==> src/rtl/mul_share_arbiter.sv <==
// mul_share_arbiter: one iterative shift-add unsigned multiplier shared by N
// requesters under round-robin arbitration. One product is in flight at a time.
// Results return on a shared response bus tagged with the owner's index.
// Optional build macro: MUL_EARLY_EXIT_EN lets BUSY finish as soon as the
// remaining multiplier bits are all zero. Products are identical either way.
module mul_share_arbiter #(
    parameter int SIZE = 8,
    parameter int N    = 4
) (
    input  logic                  clk,
    input  logic                  rst,
    input  logic [N-1:0]          req_valid,
    input  logic [N*SIZE-1:0]     req_num1,
    input  logic [N*SIZE-1:0]     req_num2,
    output logic [N-1:0]          req_ready,
    output logic                  resp_valid,
    output logic [$clog2(N)-1:0]  resp_id,
    output logic [2*SIZE-1:0]     resp_result,
    output logic                  busy
);

    localparam int IDW   = $clog2(N);
    localparam int CNT_W = $clog2(SIZE + 1);
    localparam logic [CNT_W-1:0] LAST_CNT = CNT_W'(SIZE - 1);

    typedef enum logic [1:0] {IDLE, BUSY, DONE} state_t;

    state_t              state, next_state;
    logic [IDW-1:0]      ptr;
    logic [IDW-1:0]      owner;
    logic [IDW-1:0]      winner;
    logic [IDW-1:0]      scan_idx;
    logic                found;
    logic [N-1:0]        grant;
    logic                accept;
    logic                last_iter;
    logic [2*SIZE-1:0]   num1_reg;
    logic [SIZE-1:0]     num2_reg;
    logic [2*SIZE-1:0]   sum;
    logic [2*SIZE-1:0]   sum_next;
    logic [CNT_W-1:0]    cnt;
    logic [SIZE-1:0]     sel_num1;
    logic [SIZE-1:0]     sel_num2;

    // Pointer plus offset, wrapped into 0..N-1 without relying on N being a power of two.
    function automatic logic [IDW-1:0] wrap_add(input logic [IDW-1:0] p, input int k);
        logic [IDW:0] s;
        s = {1'b0, p} + (IDW+1)'(k);
        if (s >= (IDW+1)'(N)) begin
            s = s - (IDW+1)'(N);
        end
        return s[IDW-1:0];
    endfunction

    // Round-robin scan: first asserted request starting at the pointer, wrapping around.
    always_comb begin
        grant    = '0;
        winner   = '0;
        found    = 1'b0;
        scan_idx = '0;
        for (int k = 0; k < N; k++) begin
            scan_idx = wrap_add(ptr, k);
            if (!found && req_valid[scan_idx]) begin
                found           = 1'b1;
                winner          = scan_idx;
                grant[scan_idx] = 1'b1;
            end
        end
    end

    // Route the winner's operands using the one-hot grant so only constant slices are needed.
    always_comb begin
        sel_num1 = '0;
        sel_num2 = '0;
        for (int i = 0; i < N; i++) begin
            if (grant[i]) begin
                sel_num1 = req_num1[i*SIZE +: SIZE];
                sel_num2 = req_num2[i*SIZE +: SIZE];
            end
        end
    end

    // One shift-add step: add the multiplicand when the current multiplier bit is set.
    assign sum_next = sum + (num2_reg[0] ? num1_reg : '0);

`ifdef MUL_EARLY_EXIT_EN
    // Finish once the multiplier has no set bits left after this step's shift.
    assign last_iter = (num2_reg[SIZE-1:1] == '0) || (cnt == LAST_CNT);
`else
    // Fixed latency: always run all SIZE iterations.
    assign last_iter = (cnt == LAST_CNT);
`endif

    // State register.
    always_ff @(posedge clk) begin
        if (rst) begin
            state <= IDLE;
        end else begin
            state <= next_state;
        end
    end

    // Next-state and grant logic; grants are offered only when the engine is free and not in reset.
    always_comb begin
        next_state = state;
        req_ready  = '0;
        accept     = 1'b0;
        case (state)
            IDLE, DONE: begin
                if (!rst) begin
                    req_ready = grant;
                end
                accept     = |(req_valid & req_ready);
                next_state = accept ? BUSY : IDLE;
            end
            BUSY: begin
                if (last_iter) begin
                    next_state = DONE;
                end
            end
            default: next_state = IDLE;
        endcase
    end

    // Datapath: capture operands on acceptance, iterate in BUSY, publish the result on the last step.
    always_ff @(posedge clk) begin
        if (rst) begin
            ptr         <= '0;
            owner       <= '0;
            num1_reg    <= '0;
            num2_reg    <= '0;
            sum         <= '0;
            cnt         <= '0;
            resp_id     <= '0;
            resp_result <= '0;
        end else if (accept) begin
            num1_reg <= {{SIZE{1'b0}}, sel_num1};
            num2_reg <= sel_num2;
            sum      <= '0;
            cnt      <= '0;
            owner    <= winner;
            ptr      <= (winner == IDW'(N - 1)) ? '0 : winner + 1'b1;
        end else if (state == BUSY) begin
            sum      <= sum_next;
            num1_reg <= num1_reg << 1;
            num2_reg <= num2_reg >> 1;
            cnt      <= cnt + 1'b1;
            if (last_iter) begin
                resp_result <= sum_next;
                resp_id     <= owner;
            end
        end
    end

    assign resp_valid = (state == DONE) && !rst;
    assign busy       = (state == BUSY) && !rst;

endmodule

==> config.mk <==
export PLATFORM = sky130hd
export DESIGN_NAME = mul_share_arbiter
export DESIGN_NICKNAME = d
export VERILOG_FILES = /design/src/rtl/mul_share_arbiter.sv
export SDC_FILE = /design/constraint.sdc
export NUM_CORES = 1
export LEC_CHECK = 0
export CORE_ASPECT_RATIO = 1.1
export CORE_MARGIN = 8
export CORE_UTILIZATION = 35
export DETAILED_ROUTE_END_ITERATION = 10
export GPL_ROUTABILITY_DRIVEN = 0
export SETUP_SLACK_MARGIN = 0.1
export SYNTH_ARGS = -nofsm -noshare
export SYNTH_HDL_FRONTEND = slang
export SYNTH_SLANG_ARGS = --single-unit
==> constraint.sdc <==
create_clock -name clk -period 3.5 [get_ports clk]
set_clock_uncertainty 0.15 [all_clocks]
set_input_delay 0.525 -clock clk [delete_from_list [all_inputs] [get_ports clk]]
set_output_delay 0.525 -clock clk [all_outputs]
set_load 0.02 [all_outputs]
=== Word level (Yosys, flattened, before mapping) ===
Index checks and enable logic that the tools add are counted.

* Flip-flop bits (word level): 68
* Bits of input ports: 70
* Output and inout port bits: 24
* Word-level logic and storage cells: 113

* $add $sub $neg: 10
* Magnitude comparators: 12
* Equality and inequality tests: 5
* Muxes and demuxes: 52
* Bitwise operators: 5
* Reductions and logical operators: 19

{| class="wikitable"
|+ Operators by type and width
! cell !! count
|-
| $mux 8 || 12
|-
| $mux 4 || 7
|-
| $mux 2 || 10
|-
| $add 16x16->16 || 1
|-
| $mux 16 || 1
|-
| $mux 1 || 13
|-
| $lt 2x3->1 const B || 4
|-
| $or 4x4->4 || 3
|-
| $ge 3x3->1 const B || 3
|-
| $logic_and 1x1->1 || 9
|-
| $bmux 1 s2 || 4
|-
| $demux 1 s2 || 4
|-
| $ge 2x1->1 const B || 4
|-
| $sub 2x1->2 const B || 4
|-
| $add 2x2->3 const B || 2
|-
| $add 4x1->4 const B || 1
|-
| $and 4x4->4 || 1
|-
| $eq 2x2->1 const B || 2
|-
| $eq 4x3->1 const B || 1
|-
| $logic_not 1->1 || 4
|-
| $pmux 2 s2 || 1
|-
| $reduce_or 2->1 || 2
|-
| $reduce_or 4->1 || 1
|-
| $add 2x1->3 const B || 1
|-
| 8 further kinds || 8
|}

=== Logic depth before layout (Yosys ltp) ===
Gate-level depths: netlist of the first run.

* Word-level depth: 21
* Depth in mapped cells: 12
* Depth with buffers taken out: 11

=== Worst setup path after synthesis of the first run ===
No wires, ideal clock.

* Kind: register to output
* From: reg ptr[1]
* To: out req_ready[3]
* Arrival time: 3000 ps
* Required time: 2825 ps
* Slack: -175 ps
* Cell stages (with the launch flop): 11
* Path buffers: 3
* Cells stage by stage: dfxtp_1 > clkbuf_1 > inv_1 > ha_1 > mux4_2 > nor2_2 > a21boi_1 > or3_1 > buf_4 > clkbuf_1 > nor2b_1

* Cells in the longest elaborated chain, start to end: 17
* Elaborated cells on any way between the ends: 62
* Classes of those cells: 7 x add/sub; 12 x order compare; 30 x mux; 3 x bitwise; 10 x reduce/logical

{| class="wikitable"
|+ Ends and longest elaborated chain
! element !! line !! source
|-
| from (decl) || 29 || <nowiki>logic [IDW-1:0] ptr;</nowiki>
|-
| from (signal assigned) || 142 || <nowiki>ptr <= (winner == IDW'(N - 1)) ? '0 : winner + 1'b1;</nowiki>
|-
| branches (longest 13 deep; another with $add 2x1->3) || n/a ||
|-
| $mux 4 * || 63 || <nowiki>if (!found && req_valid[scan_idx]) begin</nowiki>
|-
| $mux 4 * || 110 || <nowiki>if (!rst) begin</nowiki>
|-
| $mux 4 * (2 in a row) || 108 || <nowiki>case (state)</nowiki>
|-
| to (decl) || 15 || <nowiki>output logic [N-1:0] req_ready,</nowiki>
|}

Every way passes the cells marked *. The select of a mux whose other input is x is not followed.

=== Worst setup path in the final report of the first run ===
* From: in req_valid[1]
* To: reg num2_reg[0]

* Cells in the longest elaborated chain, start to end: 18
* Elaborated cells on any way between the ends: 35
* Classes of those cells: 23 x mux; 4 x bitwise; 8 x reduce/logical

{| class="wikitable"
|+ Ends and longest elaborated chain
! element !! line !! source
|-
| from (decl) || 12 || <nowiki>input logic [N-1:0] req_valid,</nowiki>
|-
| $bmux 1 s2 || 63 ||
|-
| $mux 1 (implied by the code) || 63 ||
|-
| $mux 1 || 63 ||
|-
| $logic_not 1->1 || 63 ||
|-
| $logic_and 1x1->1 || 63 ||
|-
| $mux 1 || 63 ||
|-
| $logic_not 1->1 || 63 ||
|-
| $logic_and 1x1->1 || 63 ||
|-
| (+2 left out) || n/a ||
|-
| $logic_and 1x1->1 || 63 ||
|-
| $mux 4 || 63 ||
|-
| $mux 4 || 110 ||
|-
| $mux 4 || 108 ||
|-
| $and 4x4->4 || 113 || <nowiki>accept = |(req_valid & req_ready);</nowiki>
|-
| $reduce_or 4->1 || 113 ||
|-
| $mux 1 || 108 ||
|-
| $mux 8 / $reduce_bool 2->1 (equally long branches) || n/a ||
|-
| to (signal assigned) || 138 || <nowiki>num2_reg <= sel_num2;</nowiki>
|-
| to (signal assigned) || 146 || <nowiki>num2_reg <= num2_reg >> 1;</nowiki>
|-
| to (decl) || 38 || <nowiki>logic [SIZE-1:0] num2_reg;</nowiki>
|}

Parallel ways exist; a longest one is shown, timed or not. The select of a mux whose other input is x is not followed.
A chain may end at the register's enable or synchronous reset.

==> flow_metrics.env, run 1 <==
export IMPL_status="finished, final reports clean"
export IMPL_drcViolationCount=0
export IMPL_worst_pin_slew_ns=0.5976
export IMPL_yosysTopAreaCellShare_pct=31.84
export IMPL_synthFlopType="dfxtp_1"
export IMPL_grt_pass1_vias=4218
export IMPL_p_per_area_nw_per_um2=687.5
export IMPL_viasPerCell=5.282
export IMPL_overflow=0
export IMPL_cts_max_level=3
export IMPL_antenna_found_initial=0
export IMPL_io_buffers=93
export IMPL_vias=4141
export IMPL_cp_slowest_cell="mux4_2"
export IMPL_syn_nets=612
export IMPL_start_kind="input port"
export IMPL_synth_area_leader_cell="dfxtp_1"
export IMPL_critPathMaxStageDelay_ns=0.56
export IMPL_tritoncts="done"
export IMPL_max_freq_mhz=298.9
export IMPL_fp_coreArea_sq_um=11980
export IMPL_cts_root_buffer="clkbuf_16"
export IMPL_start_util_pct=35.68
export IMPL_crit_fanout=11
export IMPL_fin_nets=717
export IMPL_die_h_microns=131.9
export IMPL_fp_row_count=42
export IMPL_drtIter0Drc=195
export IMPL_netlist_area_sq_um=4275
export IMPL_wl_microns=12190
export IMPL_drv_cap=0
export IMPL_p_leak_nw=2.278
export IMPL_clkSinkCount=68
export IMPL_slew_headroom_pct=59.74
export IMPL_drt_first_pass_iters=5
export IMPL_synth_most_common_cell="nand2_1"
export IMPL_crit_type="input port to flip-flop"
export IMPL_cts_buffers=9
export IMPL_path_clk_slew_ns=0.05
export IMPL_crit_arrival_ns=3.39
export IMPL_floorplan_die_width_microns=121.4
export IMPL_synth_seq_cells=68
export IMPL_area_delta_synth_final_pct=37.43
export IMPL_crit_path_end_kind="flip-flop"
export IMPL_hp_start="resp_result[9]"
export IMPL_rsz0062_at_grt="false"
export IMPL_worstPathCellList="clkdlybuf4s50_1, mux4_2, buf_4, nand3b_1, a221o_1, buf_4, a21bo_2, a41o_4, buf_4, a31oi_2, o22ai_1"
export IMPL_num_antenna_cells=0
export IMPL_period_minus_slack_ns=3.346
export IMPL_clk_latency_ns=0.33
export IMPL_grt_first_pass_wirelength_microns=20180
export IMPL_cp_startpoint="req_valid[1]"
export IMPL_synthCells=520
export IMPL_yosysSeqAreaShare_pct=31.84
export IMPL_post_dp_hpwl_microns=9304
export IMPL_layout_worst_path_cycle_share_pct=95.60
export IMPL_yosys_top_cells_count="nand2_1 (89), dfxtp_1 (68), a21oi_1 (53), and2_1 (31), clkbuf_1 (23)"
export IMPL_rr_startpoint="ptr[1]"
export IMPL_clockBufferDepth=2
export IMPL_setup_viol=0
export IMPL_slew_violations=0
export IMPL_synthTopCellsByArea="dfxtp_1 (32%), nand2_1 (7.8%), a21oi_1 (6.2%), ha_1 (6.1%), and2_1 (4.5%)"
export IMPL_synth_edf_count=0
export IMPL_cpMostUsedCell="buf_4"
export IMPL_drive_gt1_share_pct=12.86
export IMPL_whs_ns=0.3019
export IMPL_crit_required_ns=3.54
export IMPL_ioPinCount=94
export IMPL_dieArea_sq_um=16010
export IMPL_min_path_type="flip-flop to flip-flop"
export IMPL_hold_violations=0
export IMPL_synth_distinct_cells=64
export IMPL_ant_nets=0
export IMPL_async_reset_ff_share_pct=0
export IMPL_ys_warn_count=0
export IMPL_wire_per_inst_microns=15.55
export IMPL_cts_hold_buffers=0
export IMPL_postSynthAreaPerCell_sq_um=8.222
export IMPL_p_total_mw=4.039
export IMPL_irDropWorstVdd_v=0.0004231
export IMPL_grt_util_all_layers_pct=15.23
export IMPL_grt_max_degree=48
path summary, 6_finish.rpt:
kind                     to  slack, ns  cells past startpoint
max             num2_reg[0]       0.15                     11
min          resp_result[9]       0.30                      2
max reg2reg     num2_reg[0]       0.20                     11
min reg2reg  resp_result[9]       0.30                      2
layout by cell type, fill, tap and decap left out, types with 9 or more instances in the layout:
cell and instances:
a31oi_1 9, buf_4 32, inv_1 12, nand2_1 89, xor2_1 10, dfxtp_1 68, clkdlybuf4s50_1 88, a222oi_1 10
a211oi_1 13, clkbuf_16 9, nand3_1 9, o21ai_0 20, a21oi_1 53, a22o_1 16, ha_1 20, and2_1 31
nor2_1 17
power by group:
group / leakage, nW / total, mW / switching, mW / internal (mW)
Sequential: 0.552 / 0.985 / 0.0831 / 0.902
Combinational: 1.57 / 2.10 / 1.11 / 0.990
Clock: 0.159 / 0.957 / 0.318 / 0.639
Total: 2.28 / 4.04 / 1.51 / 2.53
worst max-delay path: cells and delay by family:
family	cells	cell delay (ns)
mux	1	0.56
simple gates	1	0.14
buf+inv	4	0.98
compound gates	5	1.18
area by class of cell:
cell class,count,area (sq um)
Multi-Input combinational cell,404,2711
Timing Repair Buffer,129,1244
Clock buffer,11,242.7
Sequential cell,68,1361
Fill cell,1157,6106
Clock inverter,5,75.07
Inverter,13,48.80
Tap cell,154,192.7
cell families after synthesis:
family	Yosys count	share of synthesized area [%]
AND/OR/NAND/NOR	189	21.89
adder cells (fa/ha/maj)	22	6.614
buffers and inverters	48	5.473
multiplexers	7	2.810
AO/OA/AOI/OAI	172	28.50
XOR/XNOR	14	2.868
flip-flops	68	31.84
layer usage:
metal | GRT usage, % | vias to the layer above | wire length [microns]
met5 | 0 | - | 0
met4 | 3.981 | 0 | 110
met3 | 5.313 | 11 | 934
met2 | 25.96 | 120 | 5922
li1 | - | 2111 | -
met1 | 17.56 | 1899 | 5222
what timing repair did:
item,4_1_cts,5_1_grt
endpoints found under the setup margin,4,6
buffers inserted,0,3
resized for setup,8,7
through the flow:
stage / utilization (%) / cell area (sq um) / std cells / setup slack, ns / setup TNS (ns)
after global placement: 46.10 / 5524 / 765 / -0.1394 / -0.3262
after CTS: 48.84 / 5852 / 781 / 0.1002 / 0
after global routing: 49.04 / 5876 / 784 / 0.1031 / 0
final: 49.04 / 5876 / 784 / 0.1538 / 0
after detailed placement: 46.10 / 5524 / 765 / -0.1605 / -0.5114
after floorplan: - / 4287 / 520 / 0.05817 / 0
Power figures use the tool's default switching activity.
==> run 2, diff against run 1 <==
CAP_MARGIN = 20   (was not set)
CORE_UTILIZATION = 34   (was 35)
==> run 2 against run 1 <==
Against the previous run: combinational power hardly changed; via count up 0.99%; clock power shrank 5.6%; register-to-register slack better by 0.05 ns; final cell count grew 1.1%; final area is essentially flat; setup slack gained 0.062 ns; sequential share of layout area barely moved; critical path type is now flip-flop to primary output; critical endpoint is now req_ready[1]; largest power group unchanged.
==> flow_metrics.env, run 2 (synthesis gave the netlist of run 1 again) <==
export IMPL_min_path_type="flip-flop to flip-flop"
export IMPL_cts_max_level=3
export IMPL_grt_pass1_vias=4349
export IMPL_viasPerCell=5.274
export IMPL_grt_first_pass_wirelength_microns=20800
export IMPL_start_util_pct=34.40
export IMPL_antenna_found_initial=0
export IMPL_irDropWorstVdd_v=0.0004751
export IMPL_drtIter0Drc=238
export IMPL_grt_util_all_layers_pct=15.52
export IMPL_wl_microns=12540
export IMPL_p_per_area_nw_per_um2=681.4
export IMPL_internal_power_mw=2.471
export IMPL_drv_cap=0
export IMPL_final_cell_mix="nand2_1 (89), clkdlybuf4s50_1 (89), dfxtp_1 (68)"
export IMPL_path_delay_family="multiplexers"
export IMPL_cts_hold_buffers=0
export IMPL_worst_pin_slew_ns=0.6125
export IMPL_sequentialPowerShare_pct=24.8
export IMPL_slew_headroom_pct=58.74
export IMPL_tritoncts="done"
export IMPL_vias=4182
export IMPL_slew_violations=0
export IMPL_num_antenna_cells=0
export IMPL_cp_slowest_cell="mux4_2"
export IMPL_hold_violations=0
export IMPL_critPathBufInv=2
export IMPL_max_freq_mhz=304.5
export IMPL_power_frac_comb_pct=52.6
export IMPL_p_total_mw=4.000
export IMPL_critPathMaxStageDelay_ns=0.59
export IMPL_rsz0062_at_grt="true"
export IMPL_area_delta_synth_final_pct=37.31
export IMPL_sw_frac_of_total_pct=38.23
export IMPL_pwr_share_clk_pct=22.6
export IMPL_path_clk_slew_ns=0.06
export IMPL_clockBufferDepth=2
export IMPL_drt_first_pass_iters=6
export IMPL_period_minus_slack_ns=3.284
export IMPL_drive_gt1_share_pct=13.36
export IMPL_ant_nets=0
export IMPL_wire_per_inst_microns=15.81
export IMPL_layout_worst_path_cycle_share_pct=93.83
export IMPL_fin_nets=723
export IMPL_grt_max_degree=48
export IMPL_io_buffers=93
export IMPL_floorplan_die_width_microns=122.9
export IMPL_crit_fanout=7
export IMPL_crit_required_ns=2.82
export IMPL_ioPinCount=94
export IMPL_setup_viol=0
export IMPL_fp_row_count=43
export IMPL_cts_root_buffer="clkbuf_16"
export IMPL_p_leak_nw=2.275
export IMPL_clk_latency_ns=0.33
export IMPL_drcViolationCount=0
export IMPL_crit_path_end_kind="primary output"
export IMPL_cts_buffers=9
export IMPL_status="finished, final reports clean"
export IMPL_fp_coreArea_sq_um=12430
export IMPL_dieArea_sq_um=16420
export IMPL_switchingPower_mw=1.529
export IMPL_start_kind="flip-flop"
export IMPL_setup_tns_ns=0
export IMPL_overflow=0
export IMPL_worstPathCellList="inv_1, ha_1, mux4_2, nor2b_1, a211oi_1, or2_1, nor2b_2, clkbuf_2"
export IMPL_clkSinkCount=68
export IMPL_die_h_microns=133.6
export IMPL_crit_type="flip-flop to primary output"
export IMPL_crit_arrival_ns=2.61
export IMPL_post_dp_hpwl_microns=9602
==> run 2: power by group through the flow <==
| stage | sequential (mW) | combinational [mW] | clock, mW |
|---|---|---|---|
| after floorplan | 0.975 | 1.44 | 0 |
| after global placement | 0.994 | 2.07 | 0 |
| after detailed placement | 1.01 | 2.10 | 0 |
| after CTS | 0.990 | 2.10 | 0.922 |
| after global routing | 1.01 | 2.30 | 0.955 |
| final | 0.993 | 2.10 | 0.903 |
==> run 2: worst min-delay path, stage by stage (launching register included) <==
cell     delay, ns
dfxtp_1       0.30
nand2_1       0.05
a21oi_1       0.05
==> run 2: metrics by stage <==
step / hold slack (ns) / area, sq um / std cells / setup slack (ns) / utilization, %
after CTS: 0.3049 / 5866 / 791 / 0.04865 / 47.20
after global routing: 0.3253 / 5871 / 793 / 0.01497 / 47.24
after detailed placement: 0.2975 / 5568 / 775 / -0.1963 / 44.80
after floorplan: 0.2821 / 4287 / 520 / 0.05817 / -
after global placement: 0.2912 / 5568 / 775 / -0.1500 / 44.80
final: 0.3015 / 5871 / 793 / 0.2158 / 47.24
==> run 2: path summary, 6_finish.rpt <==
| kind | startpoint | end | slack [ns] | depth (start not counted) |
|---|---|---|---|---|
| worst max-delay path | ptr[1] | req_ready[1] | 0.22 | 8 |
| worst min-delay path | resp_result[14] | resp_result[14] | 0.30 | 2 |
| worst max register to register | ptr[1] | num1_reg[6] | 0.25 | 12 |
| worst min register to register | resp_result[14] | resp_result[14] | 0.30 | 2 |
==> run 2: per-layer routing <==
layer | track usage (%) | wire length, microns
met4 | 5.085 | 247
met2 | 26.31 | 6017
met1 | 17.71 | 5332
met5 | 0 | 0
met3 | 5.248 | 943
==> run 2: cell type report <==
| cell class | count | area (sq um) |
|---|---|---|
| inverters | 13 | 48.80 |
| flip-flops and latches | 68 | 1361 |
| clock buffers | 10 | 239.0 |
| multi-input cells | 404 | 2693 |
| fillers | 1207 | 6558 |
| well taps | 157 | 196.4 |
| clock inverters | 6 | 63.81 |
| repair buffers | 135 | 1269 |
==> run 2: repair_timing <==
action / CTS / global route
setup endpoints to repair: 4 / 6
buffers inserted: 0 / 2
gates resized for setup: 4 / 7
pin swaps: 0 / 2
endpoints found under the hold margin: 0 / 0
==> run 3, diff against run 2 <==
HOLD_SLACK_MARGIN = 0.06   (was not set)
==> results of run 3 <==
Final layout, timing and power as in run 2 (identical DEF).
